[src/rtl/sipo_stream.sv]
// Serial-to-parallel word assembler with valid/ready holding register and sticky overrun.
// Define SIPO_STREAM_PARITY_EN to add a trailing even-parity bit per frame and r_parity_err_out.
module sipo_stream #(
  parameter int SIZE      = 8,
  parameter bit MSB_FIRST = 1'b0,
  parameter int CNT_W     = $clog2(SIZE + 2)
) (
  input  logic             clk_in,
  input  logic             rst_in,
  input  logic             data_in,
  input  logic             en_in,
  input  logic             clr_in,
  input  logic             ready_in,
  output logic [SIZE-1:0]  r_data_out,
  output logic             r_valid_out,
  output logic             r_overrun_out,
`ifdef SIPO_STREAM_PARITY_EN
  output logic             r_parity_err_out,
`endif
  output logic [CNT_W-1:0] r_bitcnt_out
);

`ifdef SIPO_STREAM_PARITY_EN
  localparam int LAST = SIZE;
`else
  localparam int LAST = SIZE - 1;
`endif

  logic [SIZE-1:0] sr;
  logic [SIZE-1:0] sr_shift;
  logic [SIZE-1:0] word_next;
  logic            strobe;
  logic            complete;
  logic            shift_data;
  logic            consume;
  logic            load;
  logic            overrun_set;

  always_comb begin
    sr_shift = sr;
    if (MSB_FIRST) sr_shift = {sr[SIZE-2:0], data_in};
    else           sr_shift = {data_in, sr[SIZE-1:1]};
  end

  assign strobe   = en_in && !clr_in;
  assign complete = strobe && (r_bitcnt_out == CNT_W'(LAST));

`ifdef SIPO_STREAM_PARITY_EN
  // The final strobe of a frame carries parity, so the data word is already in sr.
  assign shift_data = (r_bitcnt_out != CNT_W'(SIZE));
  assign word_next  = sr;
`else
  assign shift_data = 1'b1;
  assign word_next  = sr_shift;
`endif

  assign consume     = r_valid_out && ready_in;
  assign load        = complete && (!r_valid_out || ready_in);
  assign overrun_set = complete && r_valid_out && !ready_in;

  always_ff @(posedge clk_in) begin
    if (rst_in) begin
      sr            <= '0;
      r_bitcnt_out  <= '0;
      r_data_out    <= '0;
      r_valid_out   <= 1'b0;
      r_overrun_out <= 1'b0;
`ifdef SIPO_STREAM_PARITY_EN
      r_parity_err_out <= 1'b0;
`endif
    end else begin
      // Handshake keeps running during a frame abort so a pending word can still drain.
      if (load)         r_valid_out <= 1'b1;
      else if (consume) r_valid_out <= 1'b0;

      if (load) begin
        r_data_out <= word_next;
`ifdef SIPO_STREAM_PARITY_EN
        r_parity_err_out <= (^sr) ^ data_in;
`endif
      end

      if (clr_in) begin
        sr            <= '0;
        r_bitcnt_out  <= '0;
        r_overrun_out <= 1'b0;
      end else if (en_in) begin
        if (shift_data) sr <= sr_shift;
        r_bitcnt_out <= complete ? '0 : r_bitcnt_out + CNT_W'(1);
        if (overrun_set) r_overrun_out <= 1'b1;
      end
    end
  end

endmodule

[config.mk]
export PLATFORM = sky130hd
export DESIGN_NAME = sipo_stream
export DESIGN_NICKNAME = d
export VERILOG_FILES = /design/src/rtl/sipo_stream.sv
export SDC_FILE = /design/constraint.sdc
export NUM_CORES = 1
export LEC_CHECK = 0
export ABC_AREA = 1
export CAP_MARGIN = 30
export CORE_ASPECT_RATIO = 0.6
export CORE_MARGIN = 1.5
export CORE_UTILIZATION = 30
export DETAILED_ROUTE_END_ITERATION = 16
export SETUP_SLACK_MARGIN = 0.02
export SLEW_MARGIN = 20
export SYNTH_ARGS = -nofsm -noshare
export SYNTH_HDL_FRONTEND = slang
export SYNTH_SLANG_ARGS = --single-unit
[constraint.sdc]
create_clock -name clk_in -period 2.1 [get_ports clk_in]
set_input_delay 0.42 -clock clk_in [delete_from_list [all_inputs] [get_ports clk_in]]
set_output_delay 0.42 -clock clk_in [all_outputs]
set_load 0.05 [all_outputs]
### Word-level counts from Yosys, hierarchy flattened

Index checks and enable logic that the tools add are counted.
W data, S select, Z words.

| storage, ports and cells | value |
|---|---|
| input port bits | 6 |
| flip-flop bits (word level) | 22 |
| output and inout port bits | 14 |
| word-level logic and storage cells | 23 |

| cells by class | value |
|---|---|
| reductions and logical operators | 13 |
| $add $sub $neg | 1 |
| multiplexer cells | 3 |
| eq/ne operators | 1 |

Operators by type and width:

| operator | number |
|---|---|
| $logic_and A1 B1 Y1 | 6 |
| $add A4 B1 Y4 const B | 1 |
| $eq A4 B3 Y1 const B | 1 |
| $mux W4 | 1 |
| $logic_not A1 Y1 | 3 |
| $mux W1 | 2 |
| $reduce_and A2 Y1 | 1 |
| $reduce_bool A2 Y1 | 1 |
| $reduce_or A2 Y1 | 1 |
| $logic_or A1 B1 Y1 | 1 |

### Logic depth before layout (Yosys ltp)

| depth | value |
|---|---|
| depth in word-level cells | 6 |
| gate-level depth with buffers | 7 |
| depth with buffers taken out | 7 |

### Worst setup path after synthesis

Ideal clock, no wire load.

| timing | value |
|---|---|
| path kind | reg2reg |
| from | register r_bitcnt_out[0] |
| to | register r_data_out[0] |
| path slack | 0.557 ns |
| arrival | 1.433 ns |
| stages on the path, launching flop included | 8 |
| cell sequence | dfxtp_1 > ha_1 > nand2_2 > nor2_8 > buf_6 > nand4_1 > nand2_1 > nor2_1 |

| between the ends | value |
|---|---|
| word-level cells in the longest chain between the ends | 3 |

RTL lines:

| what | RTL line | RTL |
|---|---|---|
| start, declared | 20 | `output logic [CNT_W-1:0] r_bitcnt_out` |
| start signal, assigned | 89 | `r_bitcnt_out <= complete ? '0 : r_bitcnt_out + CNT_W'(1);` |
| $eq A4 B3 Y1 | 46 | `assign complete = strobe && (r_bitcnt_out == CNT_W'(LAST));` |
| $logic_and A1 B1 Y1 | 46 |  |
| $logic_and A1 B1 Y1 | 58 | `assign load = complete && (!r_valid_out \|\| ready_in);` |
| end signal, assigned | 77 | `r_data_out <= word_next;` |
| end, declared | 14 | `output logic [SIZE-1:0] r_data_out,` |

No other way between the ends.
A chain may end at the register's enable or synchronous reset.

### Worst setup path after layout

| timing | value |
|---|---|
| from | register r_bitcnt_out[2] |
| to | output port r_bitcnt_out[2] |

No word-level cell between the ends.

==> flow_metrics.env <==
export IMPL_status="finished clean"
export IMPL_cts_buffers=3
export IMPL_whs_endpoint="sr[3]"
export IMPL_avgRoutedWirePerCell_um=9.43
export IMPL_die_w_um=76.2
export IMPL_drc=0
export IMPL_place_hpwl_mm=1.43
export IMPL_drv_cap=0
export IMPL_yosys_warnings=0
export IMPL_synth_seq_cells=21
export IMPL_grt_pass1_vias=730
export IMPL_io_buffers=19
export IMPL_dp_cells=186
export IMPL_wirelength_mm=1.79
export IMPL_r2r_start="r_bitcnt_out[0]"
export IMPL_drive_gt1_share_pct=10.8
export IMPL_path_max_fanout=4
export IMPL_synthTopCellsByArea="dfxtp_1 (44%), inv_1 (11%), nand2_1 (8.6%)"
export IMPL_power_leakage_nw=0.529
export IMPL_avgSynthCellArea_um2=7.54
export IMPL_h_tree_depth=1
export IMPL_slew_violations=0
export IMPL_place_ws_ns=0.318
export IMPL_hp_start="sr[4]"
export IMPL_placed_area_um2=1180
export IMPL_cts_hold_buf=0
export IMPL_gp_congestion=0.710
export IMPL_rows=15
export IMPL_critPathSlowestCell="clkdlybuf4s50_1"
export IMPL_fillers=328
export IMPL_dieArea_um2=3580
export IMPL_diodes=0
export IMPL_cp_arrival_ns=1.49
export IMPL_syn_area_um2=965
export IMPL_end_kind="output port"
export IMPL_hold_viol=0
export IMPL_synth_top_area_share_pct=43.6
export IMPL_p_total_mw=0.729
export IMPL_yosysTopAreaCell="dfxtp_1"
export IMPL_viasPerCell=4.13
export IMPL_crit_buf_inv=1
export IMPL_fin_crit_ns=1.91
export IMPL_p_per_area_nw_per_um2=593
export IMPL_clk_pin_slew_ns=0.08
export IMPL_syn_to_final_growth_pct=27.4
export IMPL_stdcell_count=190
export IMPL_rr_worst_depth=7
export IMPL_cts_setup_buffers=0
export IMPL_cts_repair_resized=0
export IMPL_rsz0062_at_grt="no"
export IMPL_antenna_found_initial=0
export IMPL_multi_input_area_um2=384
export IMPL_fin_area_um2=1230
export IMPL_ys_seq_area_share_pct=43.6
export IMPL_ir_worst_vdd_v=0.000204
export IMPL_r2r_slack_ns=0.75
export IMPL_die_y_um=46.9
export IMPL_critPathTopFamily="buffers and inverters"
export IMPL_final_cell_mix="inv_1 (29), nand2_1 (22), dfxtp_1 (21)"
export IMPL_worstPathRequired_ns=1.68
export IMPL_hold_path_depth=2
export IMPL_syn_nets=135
export IMPL_post_route_period_util_pct=90.9
export IMPL_utilization_pct=41.4
export IMPL_insertion_delay_ns=0.26
export IMPL_cts_buffer_depth=2
export IMPL_tightest_slew_ns=0.501
export IMPL_fin_ws_ns=0.191
export IMPL_fmax_ghz=0.524
export IMPL_r2r_end="r_data_out[1]"
export IMPL_drt_iter0_drc=25
export IMPL_ioPinCount=20
export IMPL_track_usage_pct=11.5
export IMPL_setup_violations=0
export IMPL_layout_nets=156
export IMPL_clock_sinks=21
export IMPL_max_stage_delay_ns=0.83
export IMPL_overflow=0
export IMPL_grt_start_max_net_pins=20
export IMPL_critical_path_class="reg2out"
export IMPL_grt_pass1_wl_mm=3.16
export IMPL_startpoint_type="flip-flop"
export IMPL_final_common_cell="inv_1"
export IMPL_synthCells=128
export IMPL_hp_class="reg2reg"
export IMPL_slew_headroom_pct=66.5
export IMPL_ys_types=19
export IMPL_crit_chain="clkdlybuf4s50_1"
export IMPL_cts_tree="built"
export IMPL_fin_tns_setup_ns=0
export IMPL_core_area_um2=2970
export IMPL_worst_hold_slack_ns=0.474
export IMPL_cts_root_buffer="clkbuf_8"
export IMPL_fin_worst_skew_ns=0.00377
export IMPL_antenna_left=0
export IMPL_drtPass1Iterations=4
export IMPL_seq_area_um2=420
export IMPL_num_vias=785
export IMPL_start_util_pct=32.5
## worst max-delay path by stage
stage                               start               to  slack (ns)  cells past startpoint
final                     r_bitcnt_out[2]  r_bitcnt_out[2]        0.19                      1
after global routing      r_bitcnt_out[2]  r_bitcnt_out[2]        0.15                      1
after CTS                 r_bitcnt_out[0]  r_bitcnt_out[0]        0.18                      1
after detailed placement           clr_in    r_data_out[1]        0.32                      6
after global placement             clr_in    r_data_out[4]        0.38                      6
after floorplan           r_bitcnt_out[0]    r_data_out[0]        0.56                      7
## layout make-up
cell class                      count  share of cell area [%]
Tap cell                           42                    4.28
Inverter                           30                    9.16
Clock buffer                        3                    3.36
Multi-Input combinational cell     71                    31.3
Clock inverter                      1                   0.407
Timing Repair Buffer               22                    17.3
Sequential cell                    21                    34.2
## synthesized netlist by cell type, drive strengths merged
cell type / instances
a21oi: 12
buf: 6
dfxtp: 21
ha: 1
inv: 30
nand2: 24
nand3: 1
nand3b: 1
nand4: 8
nor2: 14
nor3: 1
o21ai: 9
## metal layers
metal	track usage (%)	share of wire [%]	routed length (um)	up-vias
met5	0	0	0	-
met4	3.33	1.0	18	0
met3	5.05	6.4	115	2
met2	18.8	40	711	18
met1	14.3	53	947	335
li1	-	-	-	430
## logic make-up after synthesis
family,after synthesis,synth area share (%)
and+or+nand+nor,49,26.8
buffers and inverters,36,16.6
adders and majority gates,1,1.30
AOI/OAI and AO/OA,21,11.7
DFF,21,43.6
## registers in the layout, indices dropped and copies added, names as in the netlist
signal         flops
sr                 7
r_valid_out        1
r_data_out         8
r_bitcnt_out       4
r_overrun_out      1
## report_power, final
part           internal (mW)  leakage [nW]  switching [mW]
registers              0.404         0.170         0.00409
logic                 0.0231         0.334          0.0339
clock network          0.132        0.0255           0.131
(Power assumes the default switching activity.)
